### src/rtl/perf_monitor_pkg.sv
// Shared types and helpers for the perf monitor.
// Used by perf_monitor and perf_bcd_conv.
package perf_monitor_pkg;

  typedef enum logic [1:0] {
    IDLE,
    RUN,
    DONE
  } perf_state_t;

  typedef enum logic [1:0] {
    BCD_LOAD,
    BCD_SHIFT,
    BCD_DONE
  } bcd_state_t;

  localparam int SEL_TOTAL = 0;

  // Decimal digits needed for a width-bit binary value.
  function automatic int bcd_digits(input int width);
    return (width * 302 + 999) / 1000 + 1;
  endfunction

endpackage

### src/rtl/perf_bcd_conv.sv
// Sequential double-dabble converter, one bit per cycle.
// Restarts whenever the binary input changes.
module perf_bcd_conv
  import perf_monitor_pkg::*;
#(
  parameter  int WIDTH = 32,
  localparam int DIG   = bcd_digits(WIDTH),
  localparam int BW    = 4 * DIG,
  localparam int CW    = $clog2(WIDTH + 1)
) (
  input  logic             clk_i,
  input  logic             rst_ni,
  input  logic [WIDTH-1:0] bin_i,
  output logic [BW-1:0]    bcd_o,
  output logic             valid_o
);

  bcd_state_t       state_q, state_d;
  logic [WIDTH-1:0] last_q;
  logic [WIDTH-1:0] sh_q, sh_d;
  logic [BW-1:0]    acc_q, acc_d;
  logic [BW-1:0]    adj;
  logic [CW-1:0]    cnt_q, cnt_d;
  logic [BW-1:0]    bcd_q, bcd_d;
  logic             valid_q, valid_d;

  always_comb begin
    adj = acc_q;
    for (int d = 0; d < DIG; d++) begin
      if (acc_q[4*d +: 4] >= 4'd5) begin
        adj[4*d +: 4] = acc_q[4*d +: 4] + 4'd3;
      end
    end
  end

  always_comb begin
    state_d = state_q;
    sh_d    = sh_q;
    acc_d   = acc_q;
    cnt_d   = cnt_q;
    bcd_d   = bcd_q;
    valid_d = valid_q;
    unique case (state_q)
      BCD_LOAD: begin
        sh_d    = last_q;
        acc_d   = '0;
        cnt_d   = '0;
        state_d = BCD_SHIFT;
      end
      BCD_SHIFT: begin
        {acc_d, sh_d} = {adj, sh_q} << 1;
        cnt_d = cnt_q + CW'(1);
        if (cnt_q == CW'(WIDTH - 1)) begin
          bcd_d   = acc_d;
          valid_d = 1'b1;
          state_d = BCD_DONE;
        end
      end
      BCD_DONE: ;
      default: state_d = BCD_LOAD;
    endcase
    if (bin_i != last_q) begin
      state_d = BCD_LOAD;
      valid_d = 1'b0;
    end
  end

  always_ff @(posedge clk_i or negedge rst_ni) begin
    if (!rst_ni) begin
      state_q <= BCD_LOAD;
      last_q  <= '0;
      sh_q    <= '0;
      acc_q   <= '0;
      cnt_q   <= '0;
      bcd_q   <= '0;
      valid_q <= 1'b0;
    end else begin
      state_q <= state_d;
      last_q  <= bin_i;
      sh_q    <= sh_d;
      acc_q   <= acc_d;
      cnt_q   <= cnt_d;
      bcd_q   <= bcd_d;
      valid_q <= valid_d;
    end
  end

  assign bcd_o   = bcd_q;
  assign valid_o = valid_q;

endmodule

### src/rtl/perf_monitor.sv
// Cycle and PC-window performance counters with completion detect.
// PERF_MONITOR_BCD_EN adds a BCD readout of the selected counter.
module perf_monitor
  import perf_monitor_pkg::*;
#(
  parameter  int PC_WIDTH     = 10,
  parameter  int COUNT_WIDTH  = 32,
  parameter  int NUM_CHANNELS = 4,
  parameter  int FINAL_PC     = 2**PC_WIDTH - 1,
  parameter  int FINISH_HOLD  = 2,
  localparam int SEL_W        = $clog2(NUM_CHANNELS + 1),
  localparam int WIN_W        = NUM_CHANNELS * PC_WIDTH,
  localparam int BCD_W        = 4 * bcd_digits(COUNT_WIDTH)
) (
  input  logic                   CLK_50,
  input  logic                   resetN,
  input  logic [PC_WIDTH-1:0]    pc,
  input  logic                   pc_valid,
  input  logic                   clear,
  input  logic [WIN_W-1:0]       ch_lo,
  input  logic [WIN_W-1:0]       ch_hi,
  input  logic [SEL_W-1:0]       sel,
  output logic [COUNT_WIDTH-1:0] sel_count,
  output logic                   sel_ovf,
  output logic                   running,
  output logic                   finished
`ifdef PERF_MONITOR_BCD_EN
  ,
  output logic [BCD_W-1:0]       sel_bcd,
  output logic                   bcd_valid
`endif
);

  localparam int HOLD_W = $clog2(FINISH_HOLD + 1);
  localparam logic [PC_WIDTH-1:0] FINAL_V = PC_WIDTH'(FINAL_PC);

  perf_state_t            state_q, state_d;
  logic [HOLD_W-1:0]      hold_q, hold_d;
  logic                   count_en;
  logic [COUNT_WIDTH-1:0] total_q;
  logic                   total_ovf_q;
  logic [COUNT_WIDTH-1:0] ch_cnt [NUM_CHANNELS];
  logic [NUM_CHANNELS-1:0] ch_ovf;
  logic [COUNT_WIDTH-1:0] sel_count_q, sel_count_d;
  logic                   sel_ovf_q, sel_ovf_d;

  // The IDLE->RUN cycle is itself counted.
  assign count_en = !clear &&
    (state_q == RUN || (state_q == IDLE && pc_valid));

  always_comb begin
    state_d = state_q;
    hold_d  = hold_q;
    if (clear) begin
      state_d = IDLE;
      hold_d  = '0;
    end else begin
      unique case (state_q)
        IDLE: if (pc_valid) state_d = RUN;
        RUN: begin
          if (pc_valid && pc == FINAL_V) begin
            hold_d = hold_q + HOLD_W'(1);
            if (hold_q == HOLD_W'(FINISH_HOLD - 1)) state_d = DONE;
          end else if (pc_valid) begin
            hold_d = '0;
          end
        end
        DONE: ;
        default: state_d = IDLE;
      endcase
    end
  end

  always_ff @(posedge CLK_50 or negedge resetN) begin
    if (!resetN) begin
      state_q     <= IDLE;
      hold_q      <= '0;
      total_q     <= '0;
      total_ovf_q <= 1'b0;
    end else begin
      state_q <= state_d;
      hold_q  <= hold_d;
      if (clear) begin
        total_q     <= '0;
        total_ovf_q <= 1'b0;
      end else if (count_en) begin
        if (&total_q) total_ovf_q <= 1'b1;
        else          total_q     <= total_q + COUNT_WIDTH'(1);
      end
    end
  end

  for (genvar k = 0; k < NUM_CHANNELS; k++) begin : g_ch
    logic [PC_WIDTH-1:0]    lo, hi;
    logic                   hit;
    logic [COUNT_WIDTH-1:0] cnt_q;
    logic                   ovf_q;

    // An inverted window (lo > hi) can never satisfy both bounds.
    assign lo  = ch_lo[k*PC_WIDTH +: PC_WIDTH];
    assign hi  = ch_hi[k*PC_WIDTH +: PC_WIDTH];
    assign hit = pc_valid && pc >= lo && pc <= hi;

    always_ff @(posedge CLK_50 or negedge resetN) begin
      if (!resetN) begin
        cnt_q <= '0;
        ovf_q <= 1'b0;
      end else if (clear) begin
        cnt_q <= '0;
        ovf_q <= 1'b0;
      end else if (count_en && hit) begin
        if (&cnt_q) ovf_q <= 1'b1;
        else        cnt_q <= cnt_q + COUNT_WIDTH'(1);
      end
    end

    assign ch_cnt[k] = cnt_q;
    assign ch_ovf[k] = ovf_q;
  end

  always_comb begin
    sel_count_d = '0;
    sel_ovf_d   = 1'b0;
    if (sel == SEL_W'(SEL_TOTAL)) begin
      sel_count_d = total_q;
      sel_ovf_d   = total_ovf_q;
    end
    for (int k = 0; k < NUM_CHANNELS; k++) begin
      if (sel == SEL_W'(k + 1)) begin
        sel_count_d = ch_cnt[k];
        sel_ovf_d   = ch_ovf[k];
      end
    end
  end

  always_ff @(posedge CLK_50 or negedge resetN) begin
    if (!resetN) begin
      sel_count_q <= '0;
      sel_ovf_q   <= 1'b0;
    end else begin
      sel_count_q <= sel_count_d;
      sel_ovf_q   <= sel_ovf_d;
    end
  end

  assign sel_count = sel_count_q;
  assign sel_ovf   = sel_ovf_q;
  assign running   = (state_q == RUN);
  assign finished  = (state_q == DONE);

`ifdef PERF_MONITOR_BCD_EN
  perf_bcd_conv #(
    .WIDTH(COUNT_WIDTH)
  ) u_bcd (
    .clk_i  (CLK_50),
    .rst_ni (resetN),
    .bin_i  (sel_count_q),
    .bcd_o  (sel_bcd),
    .valid_o(bcd_valid)
  );
`endif

endmodule

### config.mk
export PLATFORM = sky130hd
export DESIGN_NAME = perf_monitor
export DESIGN_NICKNAME = d
export VERILOG_FILES = /design/src/rtl/perf_monitor_pkg.sv /design/src/rtl/perf_bcd_conv.sv /design/src/rtl/perf_monitor.sv
export SDC_FILE = /design/constraint.sdc
export NUM_CORES = 1
export LEC_CHECK = 0
export CORE_ASPECT_RATIO = 0.75
export CORE_MARGIN = 3
export CORE_UTILIZATION = 63
export CTS_CLUSTER_SIZE = 20
export DETAILED_ROUTE_END_ITERATION = 10
export GPL_TIMING_DRIVEN = 1
export PLACE_DENSITY = 0.87
export SYNTH_ARGS = -nofsm -noshare
export SYNTH_HDL_FRONTEND = slang
export SYNTH_HIERARCHICAL = 1
export SYNTH_SLANG_ARGS = --single-unit
### constraint.sdc
create_clock -name CLK_50 -period 7.9 [get_ports CLK_50]
set_input_delay 1.58 -clock CLK_50 [delete_from_list [all_inputs] [get_ports CLK_50]]
set_output_delay 1.58 -clock CLK_50 [all_outputs]
set_load 0.01 [all_outputs]
== Word-level counts from Yosys, hierarchy flattened ==
Index checks and enable logic that the tools add are counted.
Widths: inputs -> output; s select.

* Output and inout bits: 35
* Logic and storage cells: 142
* Memory bits (read-only): 0
* Flip-flop bits (word level): 202
* Bits in writable memories: 0
* Memories kept: 0
* Bits in latches: 0
* Input port bits: 97

* Shift operators: 0
* Multiply operators: 0
* Reductions and logical operators: 48
* Magnitude comparators: 8
* Divide/modulo/power cells: 0
* $add $sub $neg: 6
* Multiplexer cells: 49
* Eq/ne operators: 17
* Bitwise logic cells: 0

{| class="wikitable"
|+ Operator list
! kind !! count
|-
| $mux 32 || 20
|-
| $add 32x1->32 const B || 5
|-
| $reduce_and 32->1 || 5
|-
| $ge 10x10->1 || 4
|-
| $le 10x10->1 || 4
|-
| $reduce_and 2->1 || 11
|-
| $reduce_bool 2->1 || 11
|-
| $mux 1 || 20
|-
| $mux 2 || 8
|-
| $logic_and 1x1->1 || 15
|-
| $ne 2x2->1 const B || 6
|-
| $eq 10x10->1 const B || 1
|-
| $eq 3x2->1 const B || 2
|-
| $ne 3x2->1 const B || 2
|-
| $pmux 2 s3 || 1
|-
| $eq 2x1->1 const B || 2
|-
| $reduce_and 4->1 || 1
|-
| $eq 3x1->1 const B || 1
|-
| $eq 3x3->1 const B || 1
|-
| $logic_not 3->1 || 1
|-
| $ne 3x3->1 const B || 1
|-
| $reduce_bool 3->1 || 1
|-
| $add 2x1->2 const B || 1
|-
| $eq 2x2->1 const B || 1
|-
| 3 further kinds || 3
|}

== Logic depth before layout (Yosys ltp) ==
Gate-level depths: netlist of the first run.

* Depth after elaboration: 7
* Mapped depth: 11
* Gate-level depth less buffers: 9

== Least setup slack after synthesis of the first run ==
OpenSTA, ideal clock, no wires.

* Kind: input-to-reg
* Start point: input port ch_hi[23]
* End point: register g_ch[2].cnt_q[18]
* Data required time: 7.768 ns
* Setup slack: 4.035 ns
* Stages: 11
* Library setup time: 0.132 ns
* Arrival time: 3.734 ns
* Path buffers: 2
* Path through: inv_1 -> ha_1 -> a21o_1 -> a21o_1 -> a2111o_1 -> a211o_1 -> clkbuf_1 -> clkbuf_1 -> nor3_1 -> xnor2_1 -> nor2_1

* Cells in the longest elaborated chain, start to end: 5

{| class="wikitable"
|+ Ends and longest elaborated chain
! what !! RTL line !! RTL
|-
| from (decl) || perf_monitor.sv:21 || <nowiki>input logic [WIN_W-1:0] ch_hi,</nowiki>
|-
| $le 10x10->1 || perf_monitor.sv:102 || <nowiki>assign hit = pc_valid && pc >= lo && pc <= hi;</nowiki>
|-
| $logic_and 1x1->1 || perf_monitor.sv:102 ||
|-
| $logic_and 1x1->1 || perf_monitor.sv:111 || <nowiki>end else if (count_en && hit) begin</nowiki>
|-
| $reduce_bool 2->1 (no line) || -- ||
|-
| $reduce_and 2->1 (no line) || -- ||
|-
| to (signal assigned) || perf_monitor.sv:113 || <nowiki>else cnt_q <= cnt_q + COUNT_WIDTH'(1);</nowiki>
|-
| to (decl) || perf_monitor.sv:96 || <nowiki>logic [COUNT_WIDTH-1:0] cnt_q;</nowiki>
|}

No other way between the ends.
A chain may end at the register's enable or synchronous reset.

== Final worst setup path of the first run ==
* Start point: input port pc[9]
* End point: register g_ch[1].cnt_q[21]

* Cells in the longest elaborated chain, start to end: 6
* Elaborated cells on any way between the ends: 7
* Classes of those cells: order compare: 2; reduce/logical: 5

{| class="wikitable"
|+ Ends and longest elaborated chain
! what !! RTL line !! RTL
|-
| from (decl) || perf_monitor.sv:17 || <nowiki>input logic [PC_WIDTH-1:0] pc,</nowiki>
|-
| $ge 10x10->1 || perf_monitor.sv:102 ||
|-
| $logic_and 1x1->1 || perf_monitor.sv:102 ||
|-
| $logic_and 1x1->1 * || perf_monitor.sv:102 ||
|-
| $logic_and 1x1->1 * || perf_monitor.sv:111 ||
|-
| $reduce_bool 2->1 (no line) * || -- ||
|-
| $reduce_and 2->1 (no line) * || -- ||
|-
| to (signal assigned) || perf_monitor.sv:113 ||
|-
| to (decl) || perf_monitor.sv:96 ||
|}

Every way passes the cells marked *; elsewhere a longest branch is shown, timed or not.

==> flow_summary.yaml, run 1 <==
worst_setup_path:
  worstSetupEndpointType: "register"
  worstPathRequired_ns: 8.32
  setup.worst_path.class: "primary input to register"
  r2r-end: "g_ch[1].cnt_q[4]"
  r2r-start: "g_ch[1].cnt_q[0]"
  r2r_slack_ns: 4.23
  cp-start-kind: "primary input"
  cp_max_fo: 32
  r2r_cells: 8
  crit_start: "pc[9]"
  crit_end: "g_ch[1].cnt_q[21]"
  arrival_ns: 5.25
routing:
  vias_per_cell: 6.620
  drtIter0Drc: 1887
  drc: 0
  dr.pass1.iters: 6
  wire_per_inst_um: 20.49
  antenna_left: 0
  vias: 12580
  routed_wirelength_mm: 38.95
clock_tree:
  cts.clk_slew.worst_paths_ns: 0.06
  cts_resized: 0
  holdBufCountCts: 0
  worstSkewPairLatency_ns: 0.51
  cts_max_path_buffers: 3
  htree_levels: 1
  cts_buffers: 21
  cts_tree: "yes"
  cts.sinks: 202
  post_cts_buffers: 0
  root_buffer: "clkbuf_16"
yosys:
  synth_simple_gate_area_share_pct: 24.86
  synth-main-ff-cell: "dfrtp_1"
  synth_cell_type_count: 71
  synth_edf_count: 0
  synth_area_um2: 13220
  synthTopCellsByCount: "dfrtp_1, nor2_1, inv_1"
  muxShareOfSynthArea_pct: 4.838
  async_flop_share_pct: 100.0
  syn_avg_cell_area_um2: 8.788
  yosysTopAreaCell: "dfrtp_1"
  synth_nets: 1687
  synth_top_family_by_area: "simple AND/OR/NAND/NOR gates"
  synth_top_area_share_pct: 38.25
  yosys_register_bits: 202
  yosysSeqAreaShare_pct: 38.25
  synthAdderAreaFrac_pct: 8.142
  synth_warnings: 6
  syn_inst: 1504
  ys_top_cells_by_area: "dfrtp_1, ha_1, nor2_1"
  synth_compound_area_share_pct: 13.58
  synth.most_common_cell: "dfrtp_1"
  synth_xor_area_share_pct: 4.904
timing:
  max_freq_mhz: 207.1
  rsz0062_at_grt: "no"
  finalHoldViolCount: 0
  drv_slew: 0
  fin_skew_ns: 0.009194
  max-slew-margin-rel_pct: 27.69
  tightest_slew_ns: 1.085
  whs_ns: 0.5057
  setup_tns_ns: 0
  final.setup.worst_slack_ns: 3.072
  setup_violations: 0
  post-route-period-util_pct: 61.11
  layout_min_cycle_time_ns: 4.828
grt:
  grtUsageTotal_pct: 33.69
  grt_remaining_overflow: 0
  grt_max_degree: 121
  first_global_vias: 11800
  antenna_found_initial: 0
  grt_pass1_wl_mm: 63.16
pwr:
  p_leak_nw: 6.561
  pwr_density_cell_nw_per_um2: 146.4
  irDropWorstVdd_uv: 162.5
finish:
  synthToLayoutAreaGrowth_pct: 16.04
  fin_area_um2: 15340
  antenna_cells_inserted: 0
  drive_gt1_share_pct: 5.559
  fill_cells: 1458
  final_net_count: 1788
outcome:
  status: "finished clean"
place:
  numPortBuffers: 131
  pre_cts_slack_ns: 2.771
  dp_hpwl_mm: 27.85
  place_congestion: 0.9386
  post_dp_cell_area_um2: 14710
min_path:
  hp-class: "register to register"
floorplan:
  die-area_um2: 22770
  floorplan.rows: 45
  ioPinCount: 132
  fp.dieH_um: 131.4
  initial_core_util_pct: 64.66
  coreArea_um2: 20440
  dieWidth_um: 173.2
flow_run:
  max_cap_violations: 0
## sequential cells by signal (all words and copies together) (netlist names)
signal / flops
g_ch.ovf_q: 4
total_q: 32
total_ovf_q: 1
sel_count: 32
g_ch.cnt_q: 128
sel_ovf: 1
state_q: 2
hold_q: 2
## through the flow
stage,cells,total power [mW],util [%]
after floorplan,1504,1.209,-
after global placement,1864,1.323,71.99
after detailed placement,1864,1.335,71.99
after CTS,1901,2.248,75.04
after global routing,1901,2.323,75.04
final,1901,2.245,75.04
## worst min path at each step
stage	startpoint	end	slack, ns	cells past startpoint
finish	g_ch[0].ovf_q	g_ch[0].ovf_q	0.51	2
global route	g_ch[2].ovf_q	g_ch[2].ovf_q	0.53	2
CTS	g_ch[0].ovf_q	g_ch[0].ovf_q	0.50	2
detailed placement	g_ch[0].ovf_q	g_ch[0].ovf_q	0.49	2
global placement	total_ovf_q	total_ovf_q	0.48	2
floorplan	total_ovf_q	total_ovf_q	0.46	2
## power breakdown
| group | internal (mW) | leakage [nW] | switching (mW) |
|---|---|---|---|
| registers | 1.04 | 2.82 | 0.00670 |
| logic | 0.108 | 3.44 | 0.168 |
| clock network | 0.513 | 0.303 | 0.409 |
| total | 1.66 | 6.56 | 0.584 |
## area by class of cell
class / count / area (um^2) / share of cell area (%)
multi-input cells: 1120 / 7453 / 48.60
flip-flops and latches: 202 / 5055 / 32.96
repair buffers: 147 / 1428 / 9.309
clock buffers: 31 / 583.1 / 3.802
inverters: 113 / 424.2 / 2.766
well taps: 282 / 352.8 / 2.301
clock inverters: 6 / 40.04 / 0.2611
## routing by layer
layer	vias to the layer above	global-route usage, %	wire length (um)
met5	-	0	0
met4	0	8.551	1113
met3	111	8.319	4691
met2	814	51.55	17330
met1	5998	48.39	15810
li1	5661	-	-
## layout by cell type (no fill, tap or decap), types with 34 or more instances in the layout
| cell type | instances |
|---|---|
| nand4_1 | 64 |
| nor2_1 | 156 |
| mux2i_1 | 38 |
| ha_1 | 86 |
| nand2_1 | 90 |
| o21ai_0 | 40 |
| and3_1 | 34 |
| inv_1 | 113 |
| nor3_1 | 56 |
| dfrtp_1 | 202 |
| a21oi_1 | 92 |
| xnor2_1 | 55 |
| clkdlybuf4s50_1 | 128 |
| nand3_1 | 83 |
## worst max-delay path: stages
cell,delay [ns]
clkdlybuf4s50_1,0.80
ha_1,0.37
and2_1,0.16
a311oi_1,0.41
a21o_1,0.19
a31oi_1,0.09
or3_1,0.84
or4_1,0.62
a21oi_1,0.18
## cells by family after synthesis
family | Yosys count
AO/OA/AOI/OAI | 281
XOR/XNOR | 74
adder cells (fa/ha/maj) | 86
buffers and inverters | 182
flip-flops | 202
multiplexers | 55
AND/OR/NAND/NOR | 624
Power figures use the tool's default switching activity.
==> run 2, diff against run 1 <==
--- a/config.mk
+++ b/config.mk
@@ -7,11 +7,11 @@
 export LEC_CHECK = 0
 export CORE_ASPECT_RATIO = 0.75
 export CORE_MARGIN = 3
-export CORE_UTILIZATION = 63
+export CORE_UTILIZATION = 58
 export CTS_CLUSTER_SIZE = 20
 export DETAILED_ROUTE_END_ITERATION = 10
 export GPL_TIMING_DRIVEN = 1
-export PLACE_DENSITY = 0.87
+export PLACE_DENSITY = 0.81
 export SYNTH_ARGS = -nofsm -noshare
 export SYNTH_HDL_FRONTEND = slang
 export SYNTH_HIERARCHICAL = 1
==> constraint.sdc (replaced) <==
create_clock -name CLK_50 -period 4.74 [get_ports CLK_50]
set_input_delay 0.948 -clock CLK_50 [delete_from_list [all_inputs] [get_ports CLK_50]]
set_output_delay 0.948 -clock CLK_50 [all_outputs]
set_load 0.01 [all_outputs]
==> run 2 against run 1 <==
Effect of this change:
- power increased by 75%
- cell count up 1.2%
- die area grew 8.3%
- sequential power grew 66%
- critical path depth down 1
- via count fell by 1.0%
- worst hold slack better by 0.0070 ns
- setup slack got worse by 2.3 ns
- critical endpoint unchanged
- highest routed layer unchanged
==> flow_summary.yaml, run 2 (synthesized netlist as in run 1, its figures left out) <==
outcome:
  status: "finished clean"
routing:
  routed_wirelength_mm: 40.40
  drc: 0
  antenna_left: 0
  drtIter0Drc: 1407
  wire_per_inst_um: 21.01
  vias: 12450
  dr.pass1.iters: 7
  vias_per_cell: 6.475
pwr:
  p_leak_nw: 6.663
  pwr_density_cell_nw_per_um2: 253.6
  irDropWorstVdd_uv: 244.5
floorplan:
  initial_core_util_pct: 59.46
  floorplan.rows: 47
  coreArea_um2: 22230
  ioPinCount: 132
  fp.dieH_um: 136.7
  die-area_um2: 24650
  dieWidth_um: 180.3
finish:
  drive_gt1_share_pct: 6.568
  final_util_pct: 69.78
  layout_commonest_cell: "dfrtp_1"
  synthToLayoutAreaGrowth_pct: 17.36
  final_net_count: 1797
  final_cells: 1923
  largest_reg_flops: 128
  regMostFlops: "g_ch.cnt_q"
  antenna_cells_inserted: 0
  final_cell_mix: "dfrtp_1, nor2_1, clkdlybuf4s50_1"
timing:
  drv_slew: 0
  final.setup.worst_slack_ns: 0.7631
  layout_min_cycle_time_ns: 3.977
  max-slew-margin-rel_pct: 28.92
  post-route-period-util_pct: 83.90
  rsz0062_at_grt: "no"
  tightest_slew_ns: 1.057
  whs_ns: 0.5127
  fin_skew_ns: 0.01876
  setup_tns_ns: 0
  max_freq_mhz: 251.5
  finalHoldViolCount: 0
  setup_violations: 0
grt:
  grtUsageTotal_pct: 32.12
  grt_remaining_overflow: 0
  first_global_vias: 11620
  antenna_found_initial: 0
  grt_pass1_wl_mm: 63.49
  grt_max_degree: 123
clock_tree:
  cts_buffers: 21
  htree_levels: 1
  cts_resized: 0
  cts_max_path_buffers: 3
  holdBufCountCts: 0
  worstSkewPairLatency_ns: 0.51
  cts_tree: "yes"
  root_buffer: "clkbuf_16"
  cts.sinks: 202
  post_cts_buffers: 0
  cts.clk_slew.worst_paths_ns: 0.06
worst_setup_path:
  path_cells: "clkdlybuf4s50_1, ha_1, a21o_1, a311oi_1, a31oi_1, or3_1, or4_1, a21oi_1"
  setup.worst_path.class: "primary input to register"
  worstSetupEndpointType: "register"
  cp-start-kind: "primary input"
  cp_max_fo: 26
  worstPathRequired_ns: 5.16
  slowest_stage: "clkdlybuf4s50_1"
  arrival_ns: 4.40
  slowest_delay_ns: 0.81
place:
  numPortBuffers: 131
  dp_cells: 1885
  place_congestion: 0.9569
  dp_hpwl_mm: 29.79
  pre_cts_slack_ns: 0.3127
min_path:
  hp-class: "register to register"
flow_run:
  max_cap_violations: 0
==> run 2: path summary, 6_finish.rpt <==
check,start,endpoint,slack (ns),cells after the start
setup / recovery,pc[7],g_ch[1].cnt_q[21],0.76,8
hold / removal,g_ch[3].ovf_q,g_ch[3].ovf_q,0.51,2
setup reg to reg,g_ch[3].cnt_q[0],g_ch[3].cnt_q[4],1.20,8
hold reg to reg,g_ch[3].ovf_q,g_ch[3].ovf_q,0.51,2
max in group asynchronous,resetN,g_ch[1].cnt_q[29],3.09,2
min in group asynchronous,resetN,g_ch[3].cnt_q[2],0.57,1
==> run 2: cell type report <==
class                      instances  area (um^2)
multi-input combinational       1120         7453
timing repair buffer             156         1495
fill                            1734         6718
sequential                       202         5055
tap                              294        367.9
clock buffer                      28        611.8
clock inverter                    10        103.9
inverter                         113        424.2
==> run 2: critical path, delay by kind of cell <==
| kind | cells | cell delay (ns) |
|---|---|---|
| simple gates | 2 | 1.35 |
| compound gates | 4 | 0.94 |
| buf+inv | 1 | 0.81 |
| fa+ha+maj | 1 | 0.34 |
==> run 2: stage by stage <==
stage	total power, mW	area, um^2
2_1_floorplan	2.014	13220
3_3_place_gp	2.223	14800
3_5_place_dp	2.239	14800
4_1_cts	3.949	15510
5_1_grt	4.069	15510
6_report	3.934	15510
==> run 2: power breakdown <==
group	leakage, nW	internal [mW]	switching [mW]
registers	2.82	1.73	0.0116
logic	3.48	0.186	0.284
clock network	0.363	1.02	0.703
total	6.66	2.94	0.998
==> run 2: routing by layer <==
metal / up-vias / track usage [%] / wire length (um)
li1: 5686 / - / -
met5: - / 0 / 0
met1: 5958 / 45.51 / 17130
met2: 701 / 48.24 / 16990
met3: 107 / 9.750 / 5047
met4: 0 / 8.777 / 1231
